--- src/rtl/si_inv_unit.sv ---
`default_nettype none
// ============================================================================
//  Module      : si_inv_unit
//  Description : Multi-cycle inverse of the special-instruction ALU ops 5..8.
//                Recovers RS from the forward result VAL, operand RT and the
//                rotate amount. The rotate is bit-serial (one bit per cycle)
//                unless SI_INV_FAST_ROT_EN is defined, in which case a barrel
//                rotator completes the rotate phase in a single cycle.
//  Revision    : 1.0  initial release
// ============================================================================
module si_inv_unit (
    input  logic        CLK,
    input  logic        RST,
    input  logic        START,
    input  logic [3:0]  ALU_CNTRL,
    input  logic [31:0] VAL,
    input  logic [31:0] RT,
    input  logic [3:0]  ROT_AM,
    output logic        BUSY,
    output logic        DONE,
    output logic        ERR,
    output logic [31:0] RS_OUT
);

    typedef enum logic [1:0] {
        ST_IDLE = 2'd0,
        ST_PRE  = 2'd1,
        ST_ROT  = 2'd2,
        ST_POST = 2'd3
    } state_t;

    localparam logic [3:0] c_OP_XOR_ROTL = 4'd5;
    localparam logic [3:0] c_OP_ROTR_XOR = 4'd6;
    localparam logic [3:0] c_OP_ROTL_ADD = 4'd7;
    localparam logic [3:0] c_OP_SUB_ROTR = 4'd8;

    state_t      r_state;
    state_t      w_state_nxt;
    logic [3:0]  r_op;
    logic [31:0] r_acc;
    logic [31:0] r_rt;
    logic [3:0]  r_cnt;
    logic        r_done;
    logic        r_err;
    logic [31:0] r_rs;

    logic        w_op_valid;
    logic        w_rot_right;
    logic [31:0] w_pre_val;
    logic [31:0] w_post_val;
    logic [31:0] w_rot_next;

    // Forward ops that rotated left are undone by rotating right, and vice versa.
    assign w_op_valid  = (r_op >= c_OP_XOR_ROTL) && (r_op <= c_OP_SUB_ROTR);
    assign w_rot_right = (r_op == c_OP_XOR_ROTL) || (r_op == c_OP_ROTL_ADD);

`ifdef SI_INV_FAST_ROT_EN
    logic [63:0] w_dbl;
    logic [63:0] w_dbl_r;
    logic [63:0] w_dbl_l;

    // Barrel rotate of the accumulator by the full remaining count.
    assign w_dbl      = {r_acc, r_acc};
    assign w_dbl_r    = w_dbl >> r_cnt;
    assign w_dbl_l    = w_dbl << r_cnt;
    assign w_rot_next = w_rot_right ? w_dbl_r[31:0] : w_dbl_l[63:32];
`else
    // Single-bit rotate of the accumulator.
    assign w_rot_next = w_rot_right ? {r_acc[0], r_acc[31:1]}
                                    : {r_acc[30:0], r_acc[31]};
`endif

    // Undo the operation the forward instruction applied after its rotate.
    always_comb begin
        w_pre_val = r_acc;
        case (r_op)
            c_OP_ROTR_XOR: w_pre_val = r_acc ^ r_rt;
            c_OP_ROTL_ADD: w_pre_val = r_acc - r_rt;
            default:       w_pre_val = r_acc;
        endcase
    end

    // Undo the operation the forward instruction applied before its rotate.
    always_comb begin
        w_post_val = r_acc;
        case (r_op)
            c_OP_XOR_ROTL: w_post_val = r_acc ^ r_rt;
            c_OP_SUB_ROTR: w_post_val = r_acc + r_rt;
            default:       w_post_val = r_acc;
        endcase
    end

    // State register.
    always_ff @(posedge CLK or posedge RST) begin
        if (RST) begin
            r_state <= ST_IDLE;
        end else begin
            r_state <= w_state_nxt;
        end
    end

    // Next-state logic; the rotate phase is skipped for n=0 and invalid ops.
    always_comb begin
        w_state_nxt = r_state;
        case (r_state)
            ST_IDLE: begin
                if (START) begin
                    w_state_nxt = ST_PRE;
                end
            end
            ST_PRE: begin
                if (!w_op_valid || (r_cnt == 4'd0)) begin
                    w_state_nxt = ST_POST;
                end else begin
                    w_state_nxt = ST_ROT;
                end
            end
            ST_ROT: begin
`ifdef SI_INV_FAST_ROT_EN
                w_state_nxt = ST_POST;
`else
                if (r_cnt == 4'd1) begin
                    w_state_nxt = ST_POST;
                end
`endif
            end
            ST_POST: begin
                w_state_nxt = ST_IDLE;
            end
            default: begin
                w_state_nxt = ST_IDLE;
            end
        endcase
    end

    // Operand latching, accumulator processing and result registers.
    always_ff @(posedge CLK or posedge RST) begin
        if (RST) begin
            r_op   <= 4'd0;
            r_acc  <= 32'd0;
            r_rt   <= 32'd0;
            r_cnt  <= 4'd0;
            r_done <= 1'b0;
            r_err  <= 1'b0;
            r_rs   <= 32'd0;
        end else begin
            r_done <= 1'b0;
            case (r_state)
                ST_IDLE: begin
                    if (START) begin
                        r_op  <= ALU_CNTRL;
                        r_acc <= VAL;
                        r_rt  <= RT;
                        r_cnt <= ROT_AM;
                        r_err <= 1'b0;
                    end
                end
                ST_PRE: begin
                    r_acc <= w_pre_val;
                end
                ST_ROT: begin
                    r_acc <= w_rot_next;
`ifdef SI_INV_FAST_ROT_EN
                    r_cnt <= 4'd0;
`else
                    r_cnt <= r_cnt - 4'd1;
`endif
                end
                ST_POST: begin
                    r_done <= 1'b1;
                    if (w_op_valid) begin
                        r_rs  <= w_post_val;
                        r_err <= 1'b0;
                    end else begin
                        r_rs  <= 32'd0;
                        r_err <= 1'b1;
                    end
                end
                default: begin
                    r_done <= 1'b0;
                end
            endcase
        end
    end

    assign BUSY   = (r_state != ST_IDLE);
    assign DONE   = r_done;
    assign ERR    = r_err;
    assign RS_OUT = r_rs;

endmodule
`default_nettype wire

--- config.mk ---
export PLATFORM = sky130hd
export DESIGN_NAME = si_inv_unit
export DESIGN_NICKNAME = d
export VERILOG_FILES = /design/src/rtl/si_inv_unit.sv
export SDC_FILE = /design/constraint.sdc
export NUM_CORES = 1
export LEC_CHECK = 0
export ABC_AREA = 1
export CAP_MARGIN = 20
export CORE_ASPECT_RATIO = 1.4
export CORE_MARGIN = 4
export CORE_UTILIZATION = 38
export CTS_CLUSTER_DIAMETER = 100
export DETAILED_ROUTE_END_ITERATION = 10
export REMOVE_ABC_BUFFERS = 1
export SKIP_LAST_GASP = 1
export SYNTH_ARGS = -nofsm -noshare
export SYNTH_HDL_FRONTEND = slang
export SYNTH_SLANG_ARGS = --single-unit
--- constraint.sdc ---
create_clock -name CLK -period 3.8 [get_ports CLK]
set_clock_uncertainty 0.15 [all_clocks]
set_input_delay 0.76 -clock CLK [delete_from_list [all_inputs] [get_ports CLK]]
set_output_delay 0.76 -clock CLK [all_outputs]
set_load 0.01 [all_outputs]
* Word level (Yosys, flattened, before mapping)
Index checks and enable logic that the tools add are counted.
** Word-level totals
- Bits of input ports :: 75
- Logic and storage cells :: 56
- Flip-flop bits (word level) :: 108
** Operators by class
- Reductions and logical operators :: 15
- Muxes and demuxes :: 16
- Magnitude comparators :: 2
- Bitwise logic cells :: 1
- Equality and inequality tests :: 11
- Add/subtract/negate cells :: 3
** Operator list (count)
- one-hot mux 32 bit (2 select lines) :: 2
- 2-to-1 mux 32 bit :: 3
- one-hot mux 32 bit (3 select lines) :: 1
- adder 32 bit :: 1
- subtractor 32 bit :: 1
- bitwise XOR 32 bit :: 1
- == test 4 x 3 -> 1 bit (second input constant) :: 3
- one-hot mux 2 bit (4 select lines) :: 1
- one-hot mux 4 bit (2 select lines) :: 1
- AND reduction 2 bit :: 4
- nonzero test 2 bit :: 3
- == test 2 bit (second input constant) :: 2
- == test 4 x 1 -> 1 bit (second input constant) :: 1
- == test 4 bit (second input constant) :: 1
- greater-or-equal comparator 4 x 3 -> 1 bit (second input constant) :: 1
- <= comparator 4 bit (second input constant) :: 1
- logical NOT 4 bit :: 1
- 2-to-1 mux 1 bit :: 4
- 2-to-1 mux 2 bit :: 2
- 2-to-1 mux 4 bit :: 1
- != test 2 bit (second input constant) :: 2
- subtractor 4 x 1 -> 4 bit (second input constant) :: 1
- != test 3 x 2 -> 1 bit (second input constant) :: 1
- AND reduction 3 bit :: 1
- other kinds (7) :: 8

* Depth between registers and ports, before layout
- Depth after elaboration :: 6
- Depth in mapped cells :: 18

* Least setup slack after synthesis
Ideal clock, no wire load.
- Path kind :: register to register
- From :: register r_acc[0]
- To :: register r_acc[24]
- Arrival time :: 1.915 ns
- Cell stages (with the launch flop) :: 18
- Slack :: 1.619 ns
- Setup time :: 0.116 ns
- Clock period less this slack :: 2.181 ns
- Path buffers :: 0
- Data required time :: 3.534 ns
- Path through :: dfrtp_1 > inv_1 > ha_1 > fa_1 > inv_1 > nand3_1 > nand3_1 > nand2_1 > nand2_1 > nand2_1 > nand2_1 > nand2_1 > nand2_1 > nand2_1 > nand3_1 > nand2_1 > nand2_1 > nand2_1
** On the way
- Word-level cells in the longest chain between the ends :: 3
** Ends and longest elaborated chain
- from (decl) :: line 40 : logic [31:0] r_acc;
- from (signal assigned) :: line 159 : r_acc <= w_pre_val;
- from (signal assigned) :: line 162 : r_acc <= w_rot_next;
- subtractor 32 bit :: line 78 : c_OP_ROTL_ADD: w_pre_val = r_acc - r_rt;
- one-hot mux 32 bit (2 select lines) :: line 76 : case (r_op)
- one-hot mux 32 bit (3 select lines) :: line 148 : case (r_state)
Every way passes these cells.
A chain may end at the register's enable or synchronous reset.

* Worst setup path in the final report
- From :: register r_acc[0]
- To :: register r_rs[24] (netlist: RS_OUT[24])
** On the way
- Word-level cells in the longest chain between the ends :: 3
** Ends and longest elaborated chain
- adder 32 bit :: line 88 : c_OP_SUB_ROTR: w_post_val = r_acc + r_rt;
- one-hot mux 32 bit (2 select lines) :: line 86 : case (r_op)
- 2-to-1 mux 32 bit :: line 171 : if (w_op_valid) begin
- to (signal assigned) :: line 172 : r_rs <= w_post_val;
- to (decl) :: line 45 : logic [31:0] r_rs;
Every way passes these cells.

==> impl_metrics.ini <==
[outcome]
run_status = finished clean

[setup_path]
timing.critical_path.cells = ha_1 -> inv_1 -> fa_1 -> inv_1 -> nand2_1 -> o21ai_1 -> nand3_1 -> nand2_1 -> nand2_1 -> nand3_1 -> nand2_1 -> nand2_1 -> nand2_1 -> nand2_1 -> nand2_1
crit_path_start_kind = flip-flop
worst_setup_path_end_kind = flip-flop
worst-r2r-setup-slack_ps = 1040
rr_worst_depth = 15
crit_path_max_fanout = 5
critical-path-slowest-cell = o21ai_1
r2r-end = RS_OUT[24]$_DFFE_PP0P_
crit-reg2reg-launch = r_acc[0]$_DFFE_PP0P_
worst-setup-path-type = reg -> reg
cp_common_cell = nand2_1
critical_path_arrival_ps = 2880
timing.critical_path.slowest_cell_delay_ps = 460
worst-endpoint-required_ps = 3920

[grt]
grt_pass1_vias = 11282
grt.met1_usage = 0.309
track_usage = 0.271
grt.overflow.total = 0
grt_antenna_before_repair = 0
first_pass_grt_wire_length_mm = 63.4
gr-usage-met2 = 0.491
pin_count_of_the_biggest_net_entering_global_routing = 54
use_met3 = 0.0207
layer_with_the_highest_usage_after_global_routing = met2

[clocking]
cts.hold.buffers_added = 0
root_buffer = clkbuf_16
clock_latency_ps = 380
cts_htree_levels = 3
clkSinkCount = 108
post_cts_resized = 0
tritoncts.num_buffers = 9
clockBufferDepth = 2
clk_transition_reported_paths_ps = 80
post_cts_buffers = 0
clock_tree_from_tritoncts = done

[layout]
nNetsFinal = 2024
layout-drive-gt1-share = 0.0393
fillCellCount = 3054
area.growth.synth_to_final_pct = 15.7
seqCellArea_um2 = 2700
multi_input_comb_area_um2 = 6430
diodes = 0

[floorplan]
initial_utilization = 0.389
top_level_ports = 110
die_h_um = 205
die_w_um = 149
core_region_area_um2 = 27200
die_area_um2 = 30600
placement_rows = 71

[detailed_routing]
vias_per_cell = 5.16
drtAntennaViolNets = 0
routed-via-count = 11587
first_pass_iters = 5
detail_route.wl_per_cell_um = 18.4
drt_iter0_drc = 815
postRouteWirelength_mm = 41.3
residual_drc_count = 0

[synth]
yosysWarnings = 0
synthCells = 1816
synth_mux_area_frac = 0
yosys_register_bits = 108
netlist.top_cell.by_area = dfrtp_1
synth-adder-area-share = 0.0867
dominant_register_cell_in_the_synthesized_netlist = dfrtp_1
post_synthesis_instance_area_um2 = 10600
ys_types = 33
most_common_cell_in_the_synthesized_netlist = nand2_1
synth_simple_gate_area_frac = 0.371
area_fraction_in_compound_gates_after_synthesis = 0.148
async_flop_share = 1.00
synth_top_area_share = 0.256
synth.top_cells.by_count = nand2_1 (603), inv_1 (265), nor2_1 (199)
ys_seq_area_frac = 0.256
synth-edff-count = 0
syn_avg_cell_area_um2 = 5.82
netlist_top_cells_area = dfrtp_1 (26%), nand2_1 (21%), inv_1 (9.4%), ha_1 (8.3%), nor2_1 (7.1%)
dominant_combinational_cell_family_by_area_after_synthesis = simple AND/OR/NAND/NOR gates
synthXorXnorAreaFrac = 0.00166

[timing]
min_period_over_period = 0.726
final_period_minus_worst_setup_slack_ps = 2760
setup_tns_ps = 0
relSlewSlack = 0.467
tightestPinTransition_ps = 800
final_hold_violating_endpoints = 0
timing.final.setup_violations = 0
maxSlewViolCount = 0
maxClockFrequency_mhz = 363
setup_repair_after_global_routing_missed_its_margin = false

[job]
max_cap_violations = 0

[place]
gp_congestion = 0.998
dp_hpwl_mm = 31.9
place.port_buffers = 109

[hold_path]
whs_endpoint = RS_OUT[21]$_DFFE_PP0P_
min_from = RS_OUT[21]$_DFFE_PP0P_
holdPathStages = 2
worst_hold_path_type = reg -> reg
## stage by stage
| stage | utilization | hold slack (ps) | std cells | setup WS, ps | instance area [um2] |
|---|---|---|---|---|---|
| finish | 0.450 | 331 | 2247 | 1040 | 12200 |
| global route | 0.450 | 356 | 2247 | 871 | 12200 |
| CTS | 0.450 | 336 | 2247 | 1080 | 12200 |
| detailed placement | 0.439 | 314 | 2231 | 1050 | 11900 |
| global placement | 0.439 | 313 | 2231 | 1090 | 11900 |
| floorplan | - | 319 | 1739 | 44.4 | 10200 |
## cell families (layout without fill, tap and decap cells)
family                     count (synthesis)  after routing
and+or+nand+nor                          971            971
DFF                                      108            108
xor gates and xnor gates                   2              2
AOI/OAI and AO/OA                        296            296
adders and majority gates                 72             72
buffers and inverters                    367            433
## worst max path at each step
stage / slack, ps / start / cells past startpoint / endpoint
2_1_floorplan: 40 / RST / 1 / DONE$_DFF_PP0_
3_5_place_dp: 1050 / START / 8 / r_acc[29]$_DFFE_PP0P_
5_1_grt: 870 / r_rt[3]$_DFFE_PP0P_ / 15 / r_acc[21]$_DFFE_PP0P_
4_1_cts: 1080 / r_acc[0]$_DFFE_PP0P_ / 15 / RS_OUT[28]$_DFFE_PP0P_
6_report: 1040 / r_acc[0]$_DFFE_PP0P_ / 15 / RS_OUT[24]$_DFFE_PP0P_
3_3_place_gp: 1090 / START / 8 / r_acc[29]$_DFFE_PP0P_
## registers in the layout (all words and copies together), names as in the netlist
signal,flops
ERR,1
r_rt,32
r_acc,32
r_cnt,4
r_op,4
RS_OUT,32
DONE,1
r_state,2
## routing by layer
metal  vias to the layer above  wire length, um
li1                       5800                -
met1                      5359            16200
met2                       335            21000
met3                        93             1620
met4                         0             2520
met5                         -                0
## layout make-up
class	instances	share of cell area
sequential	108	0.221
tap	365	0.0374
inverter	290	0.0893
clock buffer	9	0.0184
timing repair buffer	127	0.102
clock inverter	7	0.00573
multi-input combinational	1341	0.526
## cell usage in the layout, fill, tap and decap left out, types with 16 or more instances in the layout
cell type and count:
nand2_1 603, nand3_1 118, clkdlybuf4s50_1 109, nor2_1 199, inv_1 264, o21ai_0 98, buf_4 16, nor3_1 19
dfrtp_1 108, a21oi_1 109, o21ai_1 57, inv_2 23, ha_1 69
## worst max-delay path: cells and delay by family, from the launching register on
family / cells / cell delay, ps
and+or+nand+nor: 10 / 840
AOI/OAI and AO/OA: 1 / 460
DFF: 1 / 440
buffers and inverters: 2 / 150
adders and majority gates: 2 / 600
Power is not shown: default switching activity piles up to over one toggle a cycle in this logic, so the estimate is an artifact.
